$ cat src/rtl/dma_pkg.sv
`default_nettype none
// +-----------------------------------------------------------------+
// | dma_pkg : engine state encoding and memory-port width codes      |
// | rev 1.0                                                          |
// +-----------------------------------------------------------------+
package dma_pkg;

  typedef enum logic [1:0] {
    IDLE = 2'd0,
    RD   = 2'd1,
    LAT  = 2'd2,
    WR   = 2'd3
  } dma_state_t;

  // Width codes understood by the memory controller data port
  localparam logic [1:0] WIDTH_WORD = 2'd0;
  localparam logic [1:0] WIDTH_BYTE = 2'd1;
  localparam logic [1:0] WIDTH_HALF = 2'd2;

endpackage
`default_nettype wire

$ cat src/rtl/dma_engine.sv
`default_nettype none
// +-----------------------------------------------------------------+
// | dma_engine : word-copy DMA sharing the memory data port with CPU |
// | rev 1.0                                                          |
// +-----------------------------------------------------------------+
module dma_engine
  import dma_pkg::*;
#(
  parameter int LEN_W = 16
) (
  input  logic             i_clk,
  input  logic             i_rst,
  input  logic             i_start,
  input  logic             i_abort,
  input  logic [31:0]      i_src,
  input  logic [31:0]      i_dst,
  input  logic [LEN_W-1:0] i_len,
  output logic             o_busy,
  output logic             o_done,
  output logic [LEN_W-1:0] o_count,
  input  logic             i_grant,
  output logic [31:0]      o_addr,
  output logic [31:0]      o_wdata,
  output logic [1:0]       o_width,
  output logic             o_we,
  output logic             o_read_en,
  output logic             o_zeroextend,
  input  logic [31:0]      i_rdata
);

  dma_state_t       r_state;
  dma_state_t       w_next;
  logic [31:0]      r_src;
  logic [31:0]      r_dst;
  logic [31:0]      r_buf;
  logic [LEN_W-1:0] r_remaining;
  logic [LEN_W-1:0] r_count;
  logic             r_zero_done;
  logic             w_rd_issue;
  logic             w_wr_issue;
  logic             w_last;
  logic             w_start_ok;
  logic             w_unused_align;

  // Byte-offset bits of the addresses are deliberately dropped
  assign w_unused_align = ^{i_src[1:0], i_dst[1:0]};
  assign w_start_ok     = (r_state == IDLE) && i_start && (i_len != '0);

  always_comb begin
    w_next     = r_state;
    w_rd_issue = 1'b0;
    w_wr_issue = 1'b0;
    w_last     = 1'b0;
    case (r_state)
      IDLE: begin
        if (w_start_ok) w_next = RD;
      end
      RD: begin
        if (i_abort) begin
          w_next = IDLE;
        end else if (i_grant) begin
          w_rd_issue = 1'b1;
          w_next     = LAT;
        end
      end
      LAT: begin
        w_next = i_abort ? IDLE : WR;
      end
      WR: begin
        if (i_abort) begin
          w_next = IDLE;
        end else if (i_grant) begin
          w_wr_issue = 1'b1;
          w_last     = !(r_remaining > LEN_W'(1));
          w_next     = w_last ? IDLE : RD;
        end
      end
      default: w_next = IDLE;
    endcase
  end

  always_ff @(posedge i_clk or negedge i_rst) begin
    if (!i_rst) begin
      r_state     <= IDLE;
      r_src       <= '0;
      r_dst       <= '0;
      r_buf       <= '0;
      r_remaining <= '0;
      r_count     <= '0;
      r_zero_done <= 1'b0;
    end else begin
      r_state     <= w_next;
      r_zero_done <= (r_state == IDLE) && i_start && (i_len == '0);
      if ((r_state == IDLE) && i_start) begin
        r_count <= '0;
        if (i_len != '0) begin
          r_src       <= {i_src[31:2], 2'b00};
          r_dst       <= {i_dst[31:2], 2'b00};
          r_remaining <= i_len;
        end
      end
      // Read data arrives one cycle after issue, i.e. while in LAT
      if (r_state == LAT) r_buf <= i_rdata;
      if (w_wr_issue) begin
        r_src       <= r_src + 32'd4;
        r_dst       <= r_dst + 32'd4;
        r_count     <= r_count + LEN_W'(1);
        r_remaining <= r_remaining - LEN_W'(1);
      end
    end
  end

  always_comb begin
    o_addr    = '0;
    o_wdata   = '0;
    o_we      = 1'b0;
    o_read_en = 1'b0;
    if (w_rd_issue) begin
      o_read_en = 1'b1;
      o_addr    = r_src;
    end else if (w_wr_issue) begin
      o_we    = 1'b1;
      o_addr  = r_dst;
      o_wdata = r_buf;
    end
  end

  assign o_done       = (w_wr_issue && w_last) || r_zero_done;
  assign o_busy       = (r_state != IDLE);
  assign o_count      = r_count;
  assign o_width      = WIDTH_WORD;
  assign o_zeroextend = 1'b0;

endmodule
`default_nettype wire
$ cat config.mk
export PLATFORM = sky130hd
export DESIGN_NAME = dma_engine
export DESIGN_NICKNAME = d
export VERILOG_FILES = /design/src/rtl/dma_pkg.sv /design/src/rtl/dma_engine.sv
export SDC_FILE = /design/constraint.sdc
export NUM_CORES = 1
export LEC_CHECK = 0
export CAP_MARGIN = 40
export CORE_MARGIN = 4
export CORE_UTILIZATION = 52
export DETAILED_ROUTE_END_ITERATION = 6
export MAX_ROUTING_LAYER = met4
export PLACE_DENSITY = 0.86
export SLEW_MARGIN = 25
export SYNTH_ARGS = -nofsm -noshare
export SYNTH_HDL_FRONTEND = slang
export SYNTH_SLANG_ARGS = --single-unit
$ cat constraint.sdc
create_clock -name i_clk -period 3.92 [get_ports i_clk]
set_input_delay 0.784 -clock i_clk [delete_from_list [all_inputs] [get_ports i_clk]]
set_output_delay 0.784 -clock i_clk [all_outputs]
set_load 0.03 [all_outputs]
### Yosys cells after proc, flatten, opt, wreduce, memory -nomap -nowiden

Cells that the tools add are included.
W data, S select, Z words.

| word-level totals | value |
|---|---|
| register bits after elaboration | 131 |
| logic and storage cells | 65 |
| input port bits | 117 |

| operators by class | value |
|---|---|
| equal/unequal tests | 6 |
| add/sub/neg operators | 4 |
| order comparisons | 1 |
| reduce and logical (&&, ||, !) cells | 14 |
| muxes and demuxes | 33 |

Operators with widths:

| operator | count |
|---|---|
| $mux W32 | 10 |
| $mux W16 | 5 |
| $add A32 B3 Y32 const B | 2 |
| $add A16 B1 Y16 const B | 1 |
| $gt A16 B1 Y1 const B | 1 |
| $logic_not A16 Y1 | 1 |
| $reduce_bool A16 Y1 | 1 |
| $sub A16 B1 Y16 const B | 1 |
| $mux W2 | 6 |
| $mux W1 | 11 |
| $pmux W2 S4 | 1 |
| $ne A3 B3 Y1 const B | 2 |
| $reduce_bool A2 Y1 | 3 |
| $eq A2 B2 Y1 const B | 2 |
| $logic_and A1 B1 Y1 | 4 |
| $reduce_and A3 Y1 | 1 |
| $eq A2 B1 Y1 const B | 1 |
| $logic_not A2 Y1 | 1 |
| $ne A2 B2 Y1 const B | 1 |
| $reduce_and A2 Y1 | 1 |
| $logic_not A1 Y1 | 1 |
| $logic_or A1 B1 Y1 | 1 |

### Logic depth before layout (Yosys ltp)

Gate-level depths: netlist of the first run.

| depth | value |
|---|---|
| depth after elaboration | 7 |
| gate-level depth with buffers | 8 |

### Worst setup path after synthesis of the first run

OpenSTA, ideal clock, no wires.

| path | value |
|---|---|
| path type | input-to-output |
| from | input i_abort |
| to | output o_addr[13] |
| arrival time | 2.245 ns |
| stages | 5 |
| path buffers | 3 |
| slack | 0.891 ns |
| required time | 3.136 ns |
| path through | nand4b_1 buf_2 clkbuf_1 clkbuf_1 o21ai_0 |

| on the way | value |
|---|---|
| word-level cells in the longest chain between the ends | 4 |
| elaborated cells between the ends (all ways) | 5 |
| classes of those cells | mux (5) |

RTL lines:

| element | RTL line | text |
|---|---|---|
| start, declared | dma_engine.sv:14 | `input logic i_abort,` |
| $mux W1 (*) | dma_engine.sv:59 | `if (i_abort) begin` |
| $mux W1 | dma_engine.sv:54 | `case (r_state)` |
| $mux W32 | dma_engine.sv:121 | `end else if (w_wr_issue) begin` |
| $mux W32 (*) | dma_engine.sv:118 | `if (w_rd_issue) begin` |
| end, declared | dma_engine.sv:22 | `output logic [31:0] o_addr,` |

Mark *: on every way between the ends. The rest lies on a longest branch, timed or not.

### Worst setup path after layout of the first run

| path | value |
|---|---|
| from | input i_abort |
| to | output o_addr[5] |

Same word-level chain as after synthesis.

==> results of run 1 <==
[placed cells by master, fill, tap and decap left out, types with 5 or more instances in the layout]
| cell | synthesis | final |
|---|---|---|
| buf_12 | 0 | 5 |
| a22o_1 | 24 | 24 |
| nand4_1 | 21 | 21 |
| nand3_1 | 40 | 40 |
| nor3_1 | 28 | 27 |
| or3_1 | 6 | 6 |
| and2_1 | 38 | 38 |
| o211ai_1 | 13 | 13 |
| o21ai_0 | 24 | 24 |
| nor4_2 | 5 | 5 |
| a31oi_1 | 6 | 6 |
| conb_1 | 1 | 5 |
| clkbuf_16 | 0 | 17 |
| mux2_2 | 32 | 32 |
| dfrtp_1 | 127 | 127 |
| nor2_1 | 65 | 64 |
| inv_1 | 12 | 12 |
| mux2i_1 | 6 | 6 |
| o22ai_1 | 11 | 11 |
| nor4_1 | 10 | 10 |
| buf_4 | 10 | 72 |
| a211oi_1 | 27 | 27 |
| ha_1 | 5 | 5 |
| clkbuf_8 | 0 | 5 |
| and3_1 | 12 | 12 |
| nand2_1 | 74 | 74 |
| o21ai_1 | 9 | 9 |
| a21oi_1 | 25 | 25 |
| clkdlybuf4s50_1 | 0 | 128 |
[layout make-up]
type                       instances  area share [%]
clock buffer                      23            5.16
timing repair buffer             205            19.9
multi-input combinational        561            37.6
clock inverter                     9            1.60
inverter                          13           0.506
tap                              176            2.28
sequential                       127            32.9
[how the worst max path moves through the flow]
| stage | cells after the start | slack, ns | startpoint | endpoint |
|---|---|---|---|---|
| after floorplan | 5 | 0.89 | i_abort | o_addr[13] |
| after global placement | 6 | 0.57 | i_abort | o_addr[5] |
| after detailed placement | 6 | 0.54 | i_abort | o_addr[5] |
| after CTS | 6 | 0.52 | i_abort | o_addr[5] |
| after global routing | 7 | 0.42 | i_abort | o_addr[2] |
| final | 6 | 0.53 | i_abort | o_addr[5] |
[routing by layer]
metal | up-vias | part of all wire (%) | track usage [%]
met5 | - | 0 | -
met4 | 0 | 1.6 | 8.23
met3 | 44 | 7.7 | 6.95
met2 | 335 | 49 | 44.5
met1 | 3327 | 41 | 34.8
li1 | 3135 | - | -
[critical path, stage by stage]
cell	delay, ns
clkdlybuf4s50_1	0.49
nand4b_1	0.25
inv_2	0.40
buf_4	0.33
a22o_1	0.19
buf_4	0.18
[registers in the layout (all words and copies together), names as in the netlist]
register and flops:
r_buf 32, r_dst 30, r_src 30, o_count 16, r_remaining 16, r_state 2, r_zero_done 1
[through the flow]
step,util [%],hold slack (ns),area [um^2],power (uW)
after global routing,72.6,0.326,9650,6530
after floorplan,-,0.439,7110,3750
after CTS,72.6,0.316,9650,6170
after detailed placement,67.7,0.469,8990,4420
final,72.6,0.307,9650,6190
after global placement,67.7,0.463,8990,4320
[cell families (layout without fill, tap and decap cells)]
kind of cell,Yosys count,count (layout),synth area share (%)
AO/OA/AOI/OAI,185,185,18.9
XOR/XNOR,4,4,0.494
adder cells (fa/ha/maj),5,5,0.881
buffers and inverters,59,250,4.62
flip-flops,127,127,44.8
multiplexers,38,38,5.92
other,1,5,0.0528
AND/OR/NAND/NOR,324,324,24.3
[power by group]
| part | internal [uW] | total [uW] | switching (uW) |
|---|---|---|---|
| Combinational | 899 | 1940 | 1040 |
| Clock | 1150 | 1730 | 579 |
| Sequential | 1870 | 2520 | 649 |
| Total | 3920 | 6190 | 2270 |
==> flow_metrics.py, run 1 <==
metrics = {
    "yosys": {
        "syn_inst": 743,
        "yosysSeqAreaShare_pct": 44.8,
        "synth_area_um2": 7100,
        "avgSynthCellArea_um2": 9.55,
        "synthMostInstantiatedCell": "dfrtp_1",
        "ys.flop_type": "dfrtp_1",
        "post-synth-top-area-cell": "dfrtp_1",
        "yosys-top-cells-area": "dfrtp_1 45%, mux2_2 5.1%, nand2_1 3.9%",
        "synth-seq-cells": 127,
        "synth.cells.most_frequent": "127 x dfrtp_1, 74 x nand2_1, 65 x nor2_1",
        "ys_types": 72,
        "yosys.area.top_type_share_pct": 44.8,
        "async_reset_ff_share_pct": 100,
        "synth-edff-count": 0,
        "synth_warnings": 0,
    },
    "timing": {
        "fin_worst_skew_ns": 0.00875,
        "slew_viol_final": 0,
        "setup_tns_ns": 0,
        "post-route-period-util_pct": 86.6,
        "tightest_slew_ns": 0.609,
        "fmax_mhz": 295,
        "finalHoldViolCount": 0,
        "rsz0062_at_grt": "no",
        "period_needed_ns": 3.39,
        "maxSlewHeadroom_pct": 59.1,
        "worst_slack_ns": 0.525,
        "setup_viol": 0,
    },
    "worst_hold_path": {
        "hold_path.class": "primary input to asynchronous set/reset pin",
    },
    "layout": {
        "drive_gt1_share_pct": 18.4,
        "areaGrowthSynthToFinish_pct": 35.9,
        "regArea_um2": 3180,
        "fillers": 1017,
        "multi_input_area_um2": 3630,
        "final_nets": 1047,
        "antennaDiodeCount": 0,
        "fin_cells": 1114,
    },
    "route": {
        "vias": 6841,
        "antenna_left": 0,
        "drc_errors": 0,
        "drt-total-wl_um": 21300,
        "drt_pass1_iterations": 5,
        "viasPerCell": 6.14,
        "initialDrtViolationCount": 686,
        "wire_per_inst_um": 19.1,
    },
    "die": {
        "rows": 42,
        "die_w_um": 125,
        "coreArea_um2": 13300,
        "boundaryPins": 204,
        "die_y_um": 125,
        "die-area_um2": 15600,
        "start_util_pct": 53.4,
    },
    "setup_path": {
        "critical_path_class": "primary input to primary output",
        "endpoint_kind": "primary output",
        "worstReg2RegStart": "r_state[0]$_DFFE_PN0P_",
        "cp_data_required_time_ns": 3.14,
        "r2r_cells": 6,
        "worstPathArrival_ns": 2.61,
        "regToRegSetupSlack_ns": 1.57,
        "path_max_fanout": 26,
        "r2r_end": "r_dst[27]$_DFFE_PN0P_",
        "critPathLaunchType": "primary input",
    },
    "cts": {
        "cts.clk_slew.worst_paths_ns": 0.06,
        "htree_levels": 4,
        "insertion_delay_ns": 0.42,
        "cts_num_sinks": 127,
        "cts_tree": "yes",
        "post_cts_resized": 0,
        "cts_root_buf": "clkbuf_16",
        "cts_setup_buffers": 0,
        "cts_buffers": 17,
        "cts_hold_buf": 0,
        "clockBufferDepth": 2,
    },
    "global_routing": {
        "antenna_found_initial": 0,
        "grt_usage_pct": 27.7,
        "grt_pass1_wl_um": 34200,
        "grt_overflow": 0,
        "grt_max_degree": 62,
        "grt_pass1_vias": 6669,
    },
    "pwr": {
        "ir_drop_mv": 0.411,
        "p_leak_uw": 0.00398,
        "power_density_nw_per_um2": 641,
    },
    "placed_design": {
        "dp_cells": 1082,
        "place_ws_ns": 0.535,
        "gp_congestion": 0.922,
        "detailed_place_hpwl_um": 15100,
        "io_buffer_count": 194,
    },
    "flow_run": {
        "drv_cap": 0,
    },
    "status": {
        "status": "finished, final reports clean",
    },
}
Power figures use the tool's default switching activity.
==> run 2, diff against run 1 <==
CAP_MARGIN = 25   (was 40)
GPL_ROUTABILITY_DRIVEN = 0   (was not set)
==> results of run 2 <==
Final layout, timing and power as in run 1 (identical DEF).
==> run 3, diff against run 2 <==
--- a/config.mk
+++ b/config.mk
@@ -12,3 +12,2 @@
 export GPL_ROUTABILITY_DRIVEN = 0
-export MAX_ROUTING_LAYER = met4
 export PLACE_DENSITY = 0.86
--- a/constraint.sdc
+++ b/constraint.sdc
@@ -3,2 +3,2 @@
 set_output_delay 0.784 -clock i_clk [all_outputs]
-set_load 0.03 [all_outputs]
+set_load 0.02 [all_outputs]
==> flow_metrics.py, run 3 (synthesized netlist as in run 1, its figures left out) <==
metrics = {
    "layout": {
        "final_nets": 1047,
        "antennaDiodeCount": 0,
        "top_regs": "r_buf x32, r_dst x30, r_src x30",
        "fillers": 975,
        "mostFrequentLayoutCell": "clkdlybuf4s50_1",
        "final_cell_mix": "193 x clkdlybuf4s50_1, 127 x dfrtp_1, 74 x nand2_1",
        "regMostFlops": "r_buf",
        "drive_gt1_share_pct": 11.1,
        "fin_area_um2": 9680,
        "largest_reg_flops": 32,
        "areaGrowthSynthToFinish_pct": 36.4,
    },
    "global_routing": {
        "top_usage_layer": "met2",
        "grt_pass1_vias": 6794,
        "grtUsageMet2_pct": 43.6,
        "grt_usage_pct": 27.6,
        "antenna_found_initial": 0,
        "grt_max_degree": 59,
        "grt_overflow": 0,
        "grt_use_met3_pct": 9.48,
        "grt_pass1_wl_um": 34800,
        "use_met1_pct": 34.7,
    },
    "cts": {
        "cts_num_sinks": 127,
        "post_cts_resized": 0,
        "cts_root_buf": "clkbuf_16",
        "cts_hold_buf": 0,
        "cts_tree": "yes",
        "cts_buffers": 17,
        "htree_levels": 4,
        "insertion_delay_ns": 0.42,
        "cts_setup_buffers": 0,
        "clockBufferDepth": 2,
        "cts.clk_slew.worst_paths_ns": 0.05,
    },
    "pwr": {
        "p_leak_uw": 0.00379,
        "power_density_nw_per_um2": 602,
        "swShare_pct": 37.7,
        "power.internal_uw": 3630,
        "power_frac_comb_pct": 32.9,
        "finalPower_uw": 5830,
        "p_clk_share_pct": 23.9,
        "seq_power_share_pct": 43.2,
        "ir_drop_mv": 0.515,
        "switchingPower_uw": 2200,
    },
    "timing": {
        "fin_worst_skew_ns": 0.00670,
        "tightest_slew_ns": 0.686,
        "slew_viol_final": 0,
        "fmax_mhz": 267,
        "period_needed_ns": 3.75,
        "post-route-period-util_pct": 95.7,
        "setup_tns_ns": 0,
        "setup_viol": 0,
        "maxSlewHeadroom_pct": 54.3,
        "rsz0062_at_grt": "no",
        "finalHoldViolCount": 0,
    },
    "flow_run": {
        "drv_cap": 0,
    },
    "route": {
        "antenna_left": 0,
        "drt_pass1_iterations": 5,
        "viasPerCell": 6.15,
        "initialDrtViolationCount": 794,
        "drt-total-wl_um": 21600,
        "drc_errors": 0,
        "wire_per_inst_um": 19.5,
        "vias": 6832,
    },
    "setup_path": {
        "worstPathArrival_ns": 2.97,
        "worstReg2RegStart": "r_dst[4]$_DFFE_PN0P_",
        "setup.worst_path.start": "r_remaining[4]$_DFFE_PN0P_",
        "cp_data_required_time_ns": 3.14,
        "path_max_fanout": 5,
        "critPathLaunchType": "register",
        "critical_path_class": "register to primary output",
        "endpoint_kind": "primary output",
    },
    "die": {
        "coreArea_um2": 13300,
        "die-area_um2": 15600,
        "die_y_um": 125,
        "boundaryPins": 204,
        "start_util_pct": 53.4,
        "rows": 42,
        "die_w_um": 125,
    },
    "status": {
        "status": "finished, final reports clean",
    },
    "placed_design": {
        "io_buffer_count": 194,
        "detailed_place_hpwl_um": 15100,
        "placed_area_um2": 9170,
    },
    "worst_hold_path": {
        "hold_path.class": "primary input to asynchronous set/reset pin",
    },
}
==> run 3: cell types whose count changed in the layout (fill, tap and decap cells not counted) <==
cell / delta
clkinv_4: -1
buf_4: -66
bufinv_16: -4
clkdlybuf4s50_1: +65
clkbuf_1: +1
clkbuf_8: -2
buf_12: +1
clkinv_2: +3
==> run 3: power groups by stage <==
stage	Combinational, uW	Clock (uW)	Sequential, uW
global route	2110	1470	2600
finish	1920	1390	2520
global placement	1830	0	2460
detailed placement	1900	0	2490
floorplan	1420	0	2290
CTS	1920	1410	2490
==> run 3: layout make-up <==
class	instances	area (um^2)	share of cell area [%]
Multi-Input combinational cell	561	3630	37.4
Tap cell	176	220	2.27
Clock buffer	22	474	4.90
Inverter	13	48.8	0.504
Sequential cell	127	3180	32.8
Clock inverter	7	40.0	0.413
Timing Repair Buffer	205	2100	21.7
==> run 3: per-stage QoR <==
step | util [%] | hold slack, ns | setup slack, ns | cells
2_1_floorplan | - | 0.439 | 1.07 | 747
3_3_place_gp | 69.0 | 0.465 | 0.323 | 1082
3_5_place_dp | 69.0 | 0.469 | 0.321 | 1082
4_1_cts | 72.8 | 0.412 | 0.190 | 1111
5_1_grt | 72.8 | 0.433 | 0.00483 | 1111
6_report | 72.8 | 0.403 | 0.169 | 1111
==> run 3: routing by layer <==
| layer | part of all wire [%] | routed length [um] |
|---|---|---|
| met2 | 48 | 10400 |
| met1 | 39 | 8400 |
| met4 | 3.0 | 656 |
| met5 | 0 | 0 |
| met3 | 9.9 | 2140 |
==> run 3: final timing paths <==
path	slack, ns	depth (start not counted)	end
max	0.17	5	o_done
min	0.40	1	r_src[30]$_DFFE_PN0P_
max reg2reg	1.58	5	r_dst[27]$_DFFE_PN0P_
min reg2reg	0.48	1	r_remaining[13]$_DFFE_PN0P_
max in group asynchronous	2.72	2	r_buf[13]$_DFFE_PN0N_
min in group i_clk	0.48	1	r_remaining[13]$_DFFE_PN0P_
==> run 3: critical path: stages, from the launching register on <==
cell and delay [ns]:
dfrtp_1 0.42, nor4_2 0.47, nand3_1 0.23, nor4_1 0.58
a21o_1 0.24, clkdlybuf4s50_1 0.61
